$ cat src/rtl/pc_seq_unit_if.sv
// Command/status bundle between the control unit (master) and the PC unit (slave).
interface pc_seq_unit_if #(
  parameter int unsigned WIDTH = 32
) ();
  logic [WIDTH-1:0] i_data;
  logic [WIDTH-1:0] i_offset;
  logic             i_writeEn;
  logic             i_branchEn;
  logic             i_incEn;
  logic             i_stall;
  logic             i_readEn;
  logic             i_call;
  logic             i_ret;
  logic [WIDTH-1:0] o_data;
  logic             o_misalign;
  logic             o_ras_ovf;
  logic             o_ras_unf;

  modport master (
    output i_data, i_offset, i_writeEn, i_branchEn, i_incEn,
           i_stall, i_readEn, i_call, i_ret,
    input  o_data, o_misalign, o_ras_ovf, o_ras_unf
  );

  modport slave (
    input  i_data, i_offset, i_writeEn, i_branchEn, i_incEn,
           i_stall, i_readEn, i_call, i_ret,
    output o_data, o_misalign, o_ras_ovf, o_ras_unf
  );
endinterface

$ cat src/rtl/pc_seq_unit.sv
// Program counter with stall, absolute load, relative branch and optional return-address stack (macro PC_RAS_EN).
// One-cycle update latency, no backpressure: each edge applies the highest-priority command and drops the rest.
module pc_seq_unit #(
  parameter int unsigned      WIDTH     = 32,
  parameter int unsigned      STEP      = 4,
  parameter logic [WIDTH-1:0] RESET_VEC = '0,
  parameter int unsigned      RAS_DEPTH = 8
) (
  input  logic          i_clk,
  input  logic          i_rst,
  pc_seq_unit_if.slave  bus
);
  localparam logic [WIDTH-1:0] STEP_W     = WIDTH'(STEP);
  localparam logic [WIDTH-1:0] ALIGN_MASK = STEP_W - WIDTH'(1);

  logic [WIDTH-1:0] r_pc;
  logic [WIDTH-1:0] w_pc_nxt;
  logic [WIDTH-1:0] w_pc_inc;
  logic [WIDTH-1:0] w_pc_br;
  logic [WIDTH-1:0] w_ras_top;
  logic             r_misalign;
  logic             w_call;
  logic             w_ret;
  logic             w_ras_empty;
  logic             w_push;
  logic             w_pop;

  assign w_pc_inc = r_pc + STEP_W;
  assign w_pc_br  = r_pc + bus.i_offset;

  // Only one of push/pop can win an edge; both lose to stall, load and branch.
  assign w_push = !bus.i_stall && !bus.i_writeEn && !bus.i_branchEn && w_call;
  assign w_pop  = !bus.i_stall && !bus.i_writeEn && !bus.i_branchEn && !w_call && w_ret;

`ifdef PC_RAS_EN
  localparam int unsigned PW   = $clog2(RAS_DEPTH);
  localparam logic [PW:0] FULL = (PW + 1)'(RAS_DEPTH);

  logic [WIDTH-1:0] r_ras [RAS_DEPTH];
  logic [PW-1:0]    r_ras_ptr;
  logic [PW-1:0]    w_top_idx;
  logic [PW:0]      r_ras_cnt;
  logic             r_ras_ovf;
  logic             r_ras_unf;

  assign w_call      = bus.i_call;
  assign w_ret       = bus.i_ret;
  assign w_ras_empty = (r_ras_cnt == '0);
  assign w_top_idx   = r_ras_ptr - PW'(1);
  assign w_ras_top   = r_ras[w_top_idx];

  // r_ras_ptr is the next write slot; wrapping over the oldest entry is the overflow policy.
  always_ff @(posedge i_clk or posedge i_rst) begin
    if (i_rst) begin
      r_ras_ptr <= '0;
      r_ras_cnt <= '0;
      r_ras_ovf <= 1'b0;
      r_ras_unf <= 1'b0;
    end else if (w_push) begin
      r_ras_ptr <= r_ras_ptr + PW'(1);
      if (r_ras_cnt == FULL) r_ras_ovf <= 1'b1;
      else                   r_ras_cnt <= r_ras_cnt + (PW + 1)'(1);
    end else if (w_pop) begin
      if (w_ras_empty) begin
        r_ras_unf <= 1'b1;
      end else begin
        r_ras_ptr <= w_top_idx;
        r_ras_cnt <= r_ras_cnt - (PW + 1)'(1);
      end
    end
  end

  always_ff @(posedge i_clk) begin
    if (w_push) r_ras[r_ras_ptr] <= w_pc_inc;
  end

  assign bus.o_ras_ovf = r_ras_ovf;
  assign bus.o_ras_unf = r_ras_unf;
`else
  logic w_unused_ras;

  assign w_call        = 1'b0;
  assign w_ret         = 1'b0;
  assign w_ras_empty   = 1'b1;
  assign w_ras_top     = '0;
  assign w_unused_ras  = ^{bus.i_call, bus.i_ret};
  assign bus.o_ras_ovf = 1'b0;
  assign bus.o_ras_unf = 1'b0;
`endif

  always_comb begin
    w_pc_nxt = r_pc;
    if (bus.i_stall)         w_pc_nxt = r_pc;
    else if (bus.i_writeEn)  w_pc_nxt = bus.i_data;
    else if (bus.i_branchEn) w_pc_nxt = w_pc_br;
    else if (w_push)         w_pc_nxt = bus.i_data;
    else if (w_pop)          w_pc_nxt = w_ras_empty ? w_pc_inc : w_ras_top;
    else if (bus.i_incEn)    w_pc_nxt = w_pc_inc;
  end

  always_ff @(posedge i_clk or posedge i_rst) begin
    if (i_rst) begin
      r_pc       <= RESET_VEC;
      r_misalign <= |(RESET_VEC & ALIGN_MASK);
    end else begin
      r_pc       <= w_pc_nxt;
      r_misalign <= |(w_pc_nxt & ALIGN_MASK);
    end
  end

  assign bus.o_data     = bus.i_readEn ? r_pc : '0;
  assign bus.o_misalign = r_misalign;
endmodule

$ cat src/flat_wrapper.sv
// flat-port wrapper written by rule: the top's interface ports become plain ports
module pc_seq_unit_flat 
#(
  parameter int unsigned      WIDTH     = 32,
  parameter int unsigned      STEP      = 4,
  parameter logic [WIDTH-1:0] RESET_VEC = '0,
  parameter int unsigned      RAS_DEPTH = 8
)
  (i_clk, i_rst, bus_i_data, bus_i_offset, bus_i_writeEn, bus_i_branchEn, bus_i_incEn, bus_i_stall, bus_i_readEn, bus_i_call, bus_i_ret, bus_o_data, bus_o_misalign, bus_o_ras_ovf, bus_o_ras_unf);
  pc_seq_unit_if #(.WIDTH(WIDTH)) bus_i ();
  input  logic i_clk;
  input  logic i_rst;
  input wire logic [$bits(bus_i.i_data)-1:0] bus_i_data;
  input wire logic [$bits(bus_i.i_offset)-1:0] bus_i_offset;
  input wire logic [$bits(bus_i.i_writeEn)-1:0] bus_i_writeEn;
  input wire logic [$bits(bus_i.i_branchEn)-1:0] bus_i_branchEn;
  input wire logic [$bits(bus_i.i_incEn)-1:0] bus_i_incEn;
  input wire logic [$bits(bus_i.i_stall)-1:0] bus_i_stall;
  input wire logic [$bits(bus_i.i_readEn)-1:0] bus_i_readEn;
  input wire logic [$bits(bus_i.i_call)-1:0] bus_i_call;
  input wire logic [$bits(bus_i.i_ret)-1:0] bus_i_ret;
  output wire logic [$bits(bus_i.o_data)-1:0] bus_o_data;
  output wire logic [$bits(bus_i.o_misalign)-1:0] bus_o_misalign;
  output wire logic [$bits(bus_i.o_ras_ovf)-1:0] bus_o_ras_ovf;
  output wire logic [$bits(bus_i.o_ras_unf)-1:0] bus_o_ras_unf;
  assign bus_i.i_data = bus_i_data;
  assign bus_i.i_offset = bus_i_offset;
  assign bus_i.i_writeEn = bus_i_writeEn;
  assign bus_i.i_branchEn = bus_i_branchEn;
  assign bus_i.i_incEn = bus_i_incEn;
  assign bus_i.i_stall = bus_i_stall;
  assign bus_i.i_readEn = bus_i_readEn;
  assign bus_i.i_call = bus_i_call;
  assign bus_i.i_ret = bus_i_ret;
  assign bus_o_data = bus_i.o_data;
  assign bus_o_misalign = bus_i.o_misalign;
  assign bus_o_ras_ovf = bus_i.o_ras_ovf;
  assign bus_o_ras_unf = bus_i.o_ras_unf;
  pc_seq_unit #(.WIDTH(WIDTH), .STEP(STEP), .RESET_VEC(RESET_VEC), .RAS_DEPTH(RAS_DEPTH)) u_core (.i_clk(i_clk), .i_rst(i_rst), .bus(bus_i));
endmodule
$ cat config.mk
export PLATFORM = sky130hd
export DESIGN_NAME = pc_seq_unit_flat
export DESIGN_NICKNAME = d
export VERILOG_FILES = /design/src/rtl/pc_seq_unit_if.sv /design/src/rtl/pc_seq_unit.sv /design/src/flat_wrapper.sv
export SDC_FILE = /design/constraint.sdc
export NUM_CORES = 1
export LEC_CHECK = 0
export BUFFER_PORTS_ARGS = -buffer_cell sky130_fd_sc_hd__buf_2
export CAP_MARGIN = 10
export CORE_AREA = 2 2 91 93
export DETAILED_ROUTE_END_ITERATION = 6
export DIE_AREA = 0 0 93 95
export PLACE_DENSITY = 0.92
export SYNTH_ARGS = -nofsm -noshare
export SYNTH_HDL_FRONTEND = slang
export SYNTH_SLANG_ARGS = --single-unit
$ cat constraint.sdc
create_clock -name i_clk -period 3.38 [get_ports i_clk]
set_clock_uncertainty 0.05 [all_clocks]
set_input_delay 0.338 -clock i_clk [delete_from_list [all_inputs] [get_ports i_clk]]
set_output_delay 0.338 -clock i_clk [all_outputs]
set_load 0.02 [all_outputs]
==> flow_summary.toml, run 1 <==
[synth]
synth_compound_area_share_pct = 29.1
synthSimpleGateAreaFrac_pct = 26.6
async_flop_share_pct = 100
synth_top_family_by_area = "compound AO/OA/AOI/OAI gates"
syn_avg_cell_area_um2 = 7.48
synth_xor_xnor_area_share_pct = 9.15
synthAdderAreaFrac_pct = 9.99
synth_mux_area_share_pct = 0.981
seq_area_frac_synth_pct = 19.6
syn_area_mm2 = 0.00421
synth_flop_cell = "dfrtp_1"
ys_types = 68
synthesis.instances = 563
yosys_warnings = 0
ys_ff_latch = 33
synth_edf_count = 0

[place]
routabilityCongestion = 0.937
placed_cells = 748
hpwl_um = 9770
portBuffers = 103

[route]
dr.max_layer_used = "met4"
drt-met1-wl_um = 5390
drt-total-wl_um = 13100
drt_pre_antenna_iters = 5
drt_iter0_drc = 599
viasPerCell = 6.31
vias = 4770
dr_wl_met3_um = 1140
routed-wl-met2_um = 6140
ant_nets = 0
drc = 0
wl_per_cell_um = 17.3

[run]
drv_cap = 0

[timing]
drv_slew = 0
fin_crit_ns = 3.19
fmax_mhz = 314
worstMarginPinSlew_ns = 0.769
finalCritPeriodShare_pct = 94.2
setup_viol = 0
hold_violations = 0
slew_headroom_pct = 48.5
rsz0062_at_grt = "false"
tns_ns = 0

[cells_and_area]
fin_cells = 756
final_nets = 756
fillCellCount = 696
syn2layout_area_growth_pct = 16.6
insertedDiodeCount = 0
final_core_util_pct = 61.9
drive_gt1_share_pct = 21.4

[clock_network]
cts_buffers = 5
path_clk_slew_ns = 0.08
cts_sinks = 33
h-tree-depth = 2
cts_tree = "built"
clk_path_buf_depth = 2
clockRootBuffer = "clkbuf_8"
clk_latency_ns = 0.30

[floorplanning]
ios = 108
coreArea_mm2 = 0.00793
die_w_um = 93
dieArea_mm2 = 0.00884
std_cell_rows = 33
die_h_um = 95
start_util_pct = 53.1

[grt]
grt_start_max_net_pins = 53
grt_pass1_vias = 4377
grt-ovfl-total = 0
grt_antenna_before_repair = 0
grt.total_usage_pct = 29.7
grt_pass1_wl_um = 21000

[critical_path]
worstPathMaxFanout = 9
worstSetupStartpoint = "u_core.r_pc[16]"
reg2reg_from = "u_core.r_pc[16]"
critical_path.startpoint_type = "register"
worstSetupPathType = "register to register"
critPathRequiredTime_ns = 3.54
crit_path_end_kind = "register"
arrival_ns = 3.35

[pwr]
power_w = 0.00246
peakVddDrop_mv = 0.192
p_per_area_mw_per_mm2 = 502
p_leak_nw = 2.22

[worst_hold_path]
min_path_type = "primary input to async pin"

[run_status]
outcome = "finished clean"
## synthesized netlist by cell type, types with 2 or more instances
library cell | instances | share of area, %
o22ai_1 | 4 | 0.59
a211oi_1 | 13 | 2.3
o21bai_1 | 3 | 0.53
nand4_1 | 8 | 1.2
nand3_1 | 21 | 2.5
clkbuf_1 | 20 | 1.8
or2_2 | 4 | 0.59
nor3b_1 | 3 | 0.53
nor3_1 | 8 | 0.95
buf_2 | 6 | 0.71
a32oi_1 | 2 | 0.42
nor4_1 | 2 | 0.30
buf_4 | 5 | 0.89
xor2_1 | 14 | 2.9
buf_1 | 2 | 0.18
a21oi_2 | 2 | 0.42
o21ai_0 | 43 | 5.1
and3_1 | 14 | 2.1
nand2_1 | 52 | 4.6
a21oi_1 | 53 | 6.3
a2111oi_0 | 3 | 0.62
and2_1 | 33 | 4.9
o31ai_1 | 3 | 0.53
o21a_1 | 8 | 1.4
or3_1 | 2 | 0.30
o21ai_1 | 3 | 0.36
nand2b_1 | 4 | 0.59
inv_1 | 10 | 0.89
o211ai_1 | 6 | 1.1
a31oi_1 | 10 | 1.5
nor2_1 | 46 | 4.1
a2bb2oi_1 | 3 | 0.62
dfrtp_1 | 33 | 20
a22oi_1 | 5 | 0.89
nor2b_1 | 6 | 0.89
a21o_1 | 11 | 2.0
xnor2_1 | 30 | 6.2
a211o_1 | 4 | 0.83
ha_1 | 32 | 9.5
mux2i_1 | 3 | 0.71
nand3b_1 | 2 | 0.36
## metrics by stage
step,worst slack (ns),hold WS [ns],area [µm²]
5_1_grt,0.0155,0.127,4910
3_5_place_dp,0.166,0.422,4780
3_3_place_gp,0.246,0.405,4780
2_1_floorplan,0.528,0.417,4210
4_1_cts,0.164,0.106,4890
6_report,0.195,0.0764,4910
## layout make-up
cell class	count	area, µm²	share of cell area (%)
Sequential cell	33	826	16.8
Tap cell	105	131	2.68
Inverter	10	37.5	0.765
Multi-Input combinational cell	488	3210	65.5
Timing Repair Buffer	112	583	11.9
Clock inverter	1	30.0	0.612
Clock buffer	7	86.3	1.76
## registers in the layout, summed over array words and instances (netlist names)
signal,cells
u_core.bus.o_misalign,1
u_core.r_pc,32
## per-layer routing
layer / vias to the layer above / global-route usage (%)
li1: 2246 / -
met1: 2205 / 38.6
met2: 270 / 49.6
met3: 49 / 4.15
met4: 0 / 12.3
met5: - / 0
## where the power goes
| group | internal (W) | total (W) | switching [W] |
|---|---|---|---|
| clock network | 0.000241 | 0.000410 | 0.000170 |
| logic | 0.000599 | 0.00143 | 0.000830 |
| registers | 0.000480 | 0.000625 | 0.000145 |
## repair_timing
| item | 4_1_cts | 5_1_grt |
|---|---|---|
| hold buffers | 0 | 0 |
| setup endpoints to repair | 0 | 1 |
| buffers inserted | 0 | 0 |
| gates resized for setup | 0 | 2 |
## placed cells by master, fill, tap and decap left out, types with 9 or more instances in the layout
master,count
buf_2,103
a21oi_1,53
nand2_1,52
nor2_1,46
o21ai_0,43
and2_1,33
dfrtp_1,33
ha_1,32
xnor2_1,30
nand3_1,21
and3_1,14
xor2_1,14
a211oi_1,13
a21o_1,11
inv_1,10
a31oi_1,10
buf_4,9
## worst max-delay path, stage by stage, from the launching register on
cell and delay (ns):
dfrtp_1 0.44, ha_1 0.50, a21oi_1 0.11, o21ai_0 0.24
a211oi_1 0.13, or4_1 0.52, o21ai_1 0.18, mux2i_1 0.12
nor2_1 0.21, mux2_2 0.38, a211oi_2 0.22
## final timing paths
check | endpoint | slack [ns] | cells past startpoint
max in group asynchronous | u_core.r_pc[4] | 2.86 | 3
hold / removal | u_core.r_pc[31] | 0.08 | 3
setup / recovery | u_core.r_pc[31] | 0.19 | 10
hold reg to reg | u_core.r_pc[8] | 0.56 | 2
setup reg to reg | u_core.r_pc[31] | 0.19 | 10
min in group i_clk | u_core.r_pc[2] | 0.25 | 3
## kinds of logic (layout without fill, tap and decap cells)
| logic type | count (synthesis) | in the layout |
|---|---|---|
| AOI/OAI and AO/OA | 190 | 190 |
| xor gates and xnor gates | 44 | 44 |
| adders and majority gates | 33 | 33 |
| buffers and inverters | 43 | 130 |
| DFF | 33 | 33 |
| muxes | 4 | 4 |
| other | 1 | 2 |
| and+or+nand+nor | 215 | 215 |
(Power assumes the default switching activity.)
==> run 2, diff against run 1 <==
==> config.mk (replaced) <==
export PLATFORM = sky130hd
export DESIGN_NAME = pc_seq_unit_flat
export DESIGN_NICKNAME = d
export VERILOG_FILES = /design/src/rtl/pc_seq_unit_if.sv /design/src/rtl/pc_seq_unit.sv /design/src/flat_wrapper.sv
export SDC_FILE = /design/constraint.sdc
export NUM_CORES = 1
export LEC_CHECK = 0
export CAP_MARGIN = 10
export CORE_AREA = 2 2 87 89
export DETAILED_ROUTE_END_ITERATION = 6
export DIE_AREA = 0 0 89 91
export DONT_BUFFER_PORTS = 1
export PLACE_DENSITY = 0.86
export SYNTH_ARGS = -nofsm -noshare
export SYNTH_HDL_FRONTEND = slang
export SYNTH_SLANG_ARGS = --single-unit
==> flow_summary.toml, run 2 (synthesis results as in run 1) <==
[run_status]
outcome = "finished clean"

[timing]
setup_viol = 0
finalCritPeriodShare_pct = 93.2
fin_crit_ns = 3.15
hold_violations = 0
rsz0062_at_grt = "false"
slew_headroom_pct = 49.4
fmax_mhz = 318
worstMarginPinSlew_ns = 0.756
tns_ns = 0
drv_slew = 0

[cells_and_area]
largest-register = "u_core.r_pc"
mostFrequentLayoutCells = "a21oi_1, nand2_1, nor2_1"
final_area_mm2 = 0.00433
drive_gt1_share_pct = 6.23
syn2layout_area_growth_pct = 2.85
fin_cells = 645
insertedDiodeCount = 0
final_nets = 651
fillCellCount = 656
layout_commonest_cell = "a21oi_1"
largest_register_ffs = 32

[critical_path]
critical_path.startpoint_type = "register"
worstPathMaxFanout = 9
crit_path_end_kind = "register"
arrival_ns = 3.32
worstSetupPathType = "register to register"
critPathRequiredTime_ns = 3.55

[grt]
grt-ovfl-total = 0
grt_pass1_vias = 4160
grt_start_max_net_pins = 54
grt_pass1_wl_um = 20200
grt_antenna_before_repair = 0
grt.total_usage_pct = 31.2

[place]
routabilityCongestion = 0.949
placed_cells = 636
post_dp_cell_area_mm2 = 0.00423
hpwl_um = 9340
portBuffers = 0

[route]
vias = 4323
viasPerCell = 6.70
ant_nets = 0
drt_iter0_drc = 505
drc = 0
drt-total-wl_um = 12600
drt_pre_antenna_iters = 5
wl_per_cell_um = 19.5

[clock_network]
cts_tree = "built"
clk_latency_ns = 0.30
h-tree-depth = 2
clockRootBuffer = "clkbuf_8"
postCtsSetupRepairBufs = 0
path_clk_slew_ns = 0.08
clk_path_buf_depth = 2
cts_sinks = 33
cts_buffers = 5

[floorplanning]
dieArea_mm2 = 0.00810
die_h_um = 91
std_cell_rows = 31
start_util_pct = 59.0
die_w_um = 89
coreArea_mm2 = 0.00714
ios = 108

[pwr]
p_leak_nw = 1.75
p_per_area_mw_per_mm2 = 516
peakVddDrop_mv = 0.215

[worst_hold_path]
min_path_type = "primary input to register"

[run]
drv_cap = 0
==> run 2: cell count changes in the layout (fill, tap and decap cells not counted), sizes merged <==
| cell | change |
|---|---|
| buf | -106 |
| clkbuf | -2 |
| clkinv | +2 |
| bufinv | -1 |
| clkinvlp | +1 |
| dlygate4sd3 | +1 |
==> run 2: power breakdown <==
| part | internal [W] | leakage, nW | switching (W) | total, W |
|---|---|---|---|---|
| Sequential | 0.000480 | 0.397 | 0.000150 | 0.000629 |
| Clock | 0.000142 | 0.0439 | 0.000177 | 0.000320 |
| Combinational | 0.000530 | 1.31 | 0.000757 | 0.00129 |
| Total | 0.00115 | 1.75 | 0.00108 | 0.00224 |
==> run 2: final timing paths <==
check,cells after the start,from,to,slack [ns]
min reg2reg,1,u_core.r_pc[16],u_core.r_pc[16],0.55
max in group asynchronous,3,i_rst,u_core.r_pc[23],2.44
max,10,u_core.r_pc[16],u_core.r_pc[31],0.23
min in group asynchronous,3,i_rst,u_core.r_pc[31],0.53
min,2,bus_i_branchEn,u_core.r_pc[29],0.13
max reg2reg,10,u_core.r_pc[16],u_core.r_pc[31],0.23
==> run 2: metal layers <==
layer / track usage (%) / share of wire (%)
met5: 0 / 0
met4: 9.08 / 2.7
met3: 8.36 / 11
met2: 50.2 / 47
met1: 40.6 / 40
==> run 2: repair_timing <==
item                       4_1_cts  5_1_grt
resized for setup                0        1
hold buffers                     1        0
hold endpoints to repair        29        0
setup endpoints to repair        0        1
==> run 2: layout make-up <==
class                      count  area (µm²)  area share (%)
inverter                      10        37.5           0.867
tap                           99         124            2.86
clock buffer                   5        68.8            1.59
sequential                    33         826            19.1
clock inverter                 3        17.5           0.405
timing repair buffer           7        55.1            1.27
multi-input combinational    488        3200            73.9
==> run 2: through the flow <==
step / utilization (%) / hold slack (ns) / total power (W) / worst slack [ns]
final: 60.7 / 0.131 / 0.00224 / 0.231
after detailed placement: 59.3 / 0.312 / 0.00189 / 0.244
after global placement: 59.3 / 0.307 / 0.00183 / 0.307
after global routing: 60.7 / 0.133 / 0.00240 / 0.00809
after floorplan: - / 0.417 / 0.00165 / 0.528
after CTS: 60.7 / 0.126 / 0.00220 / 0.227
==> run 2: critical path, stage by stage (launching register included) <==
cell and delay, ns:
dfrtp_1 0.44, ha_1 0.50, a21oi_1 0.11, o21ai_0 0.23, a211oi_1 0.13, or4_1 0.54, o21ai_1 0.19, mux2i_1 0.14
nor2_1 0.16, mux2_2 0.36, a211oi_2 0.20
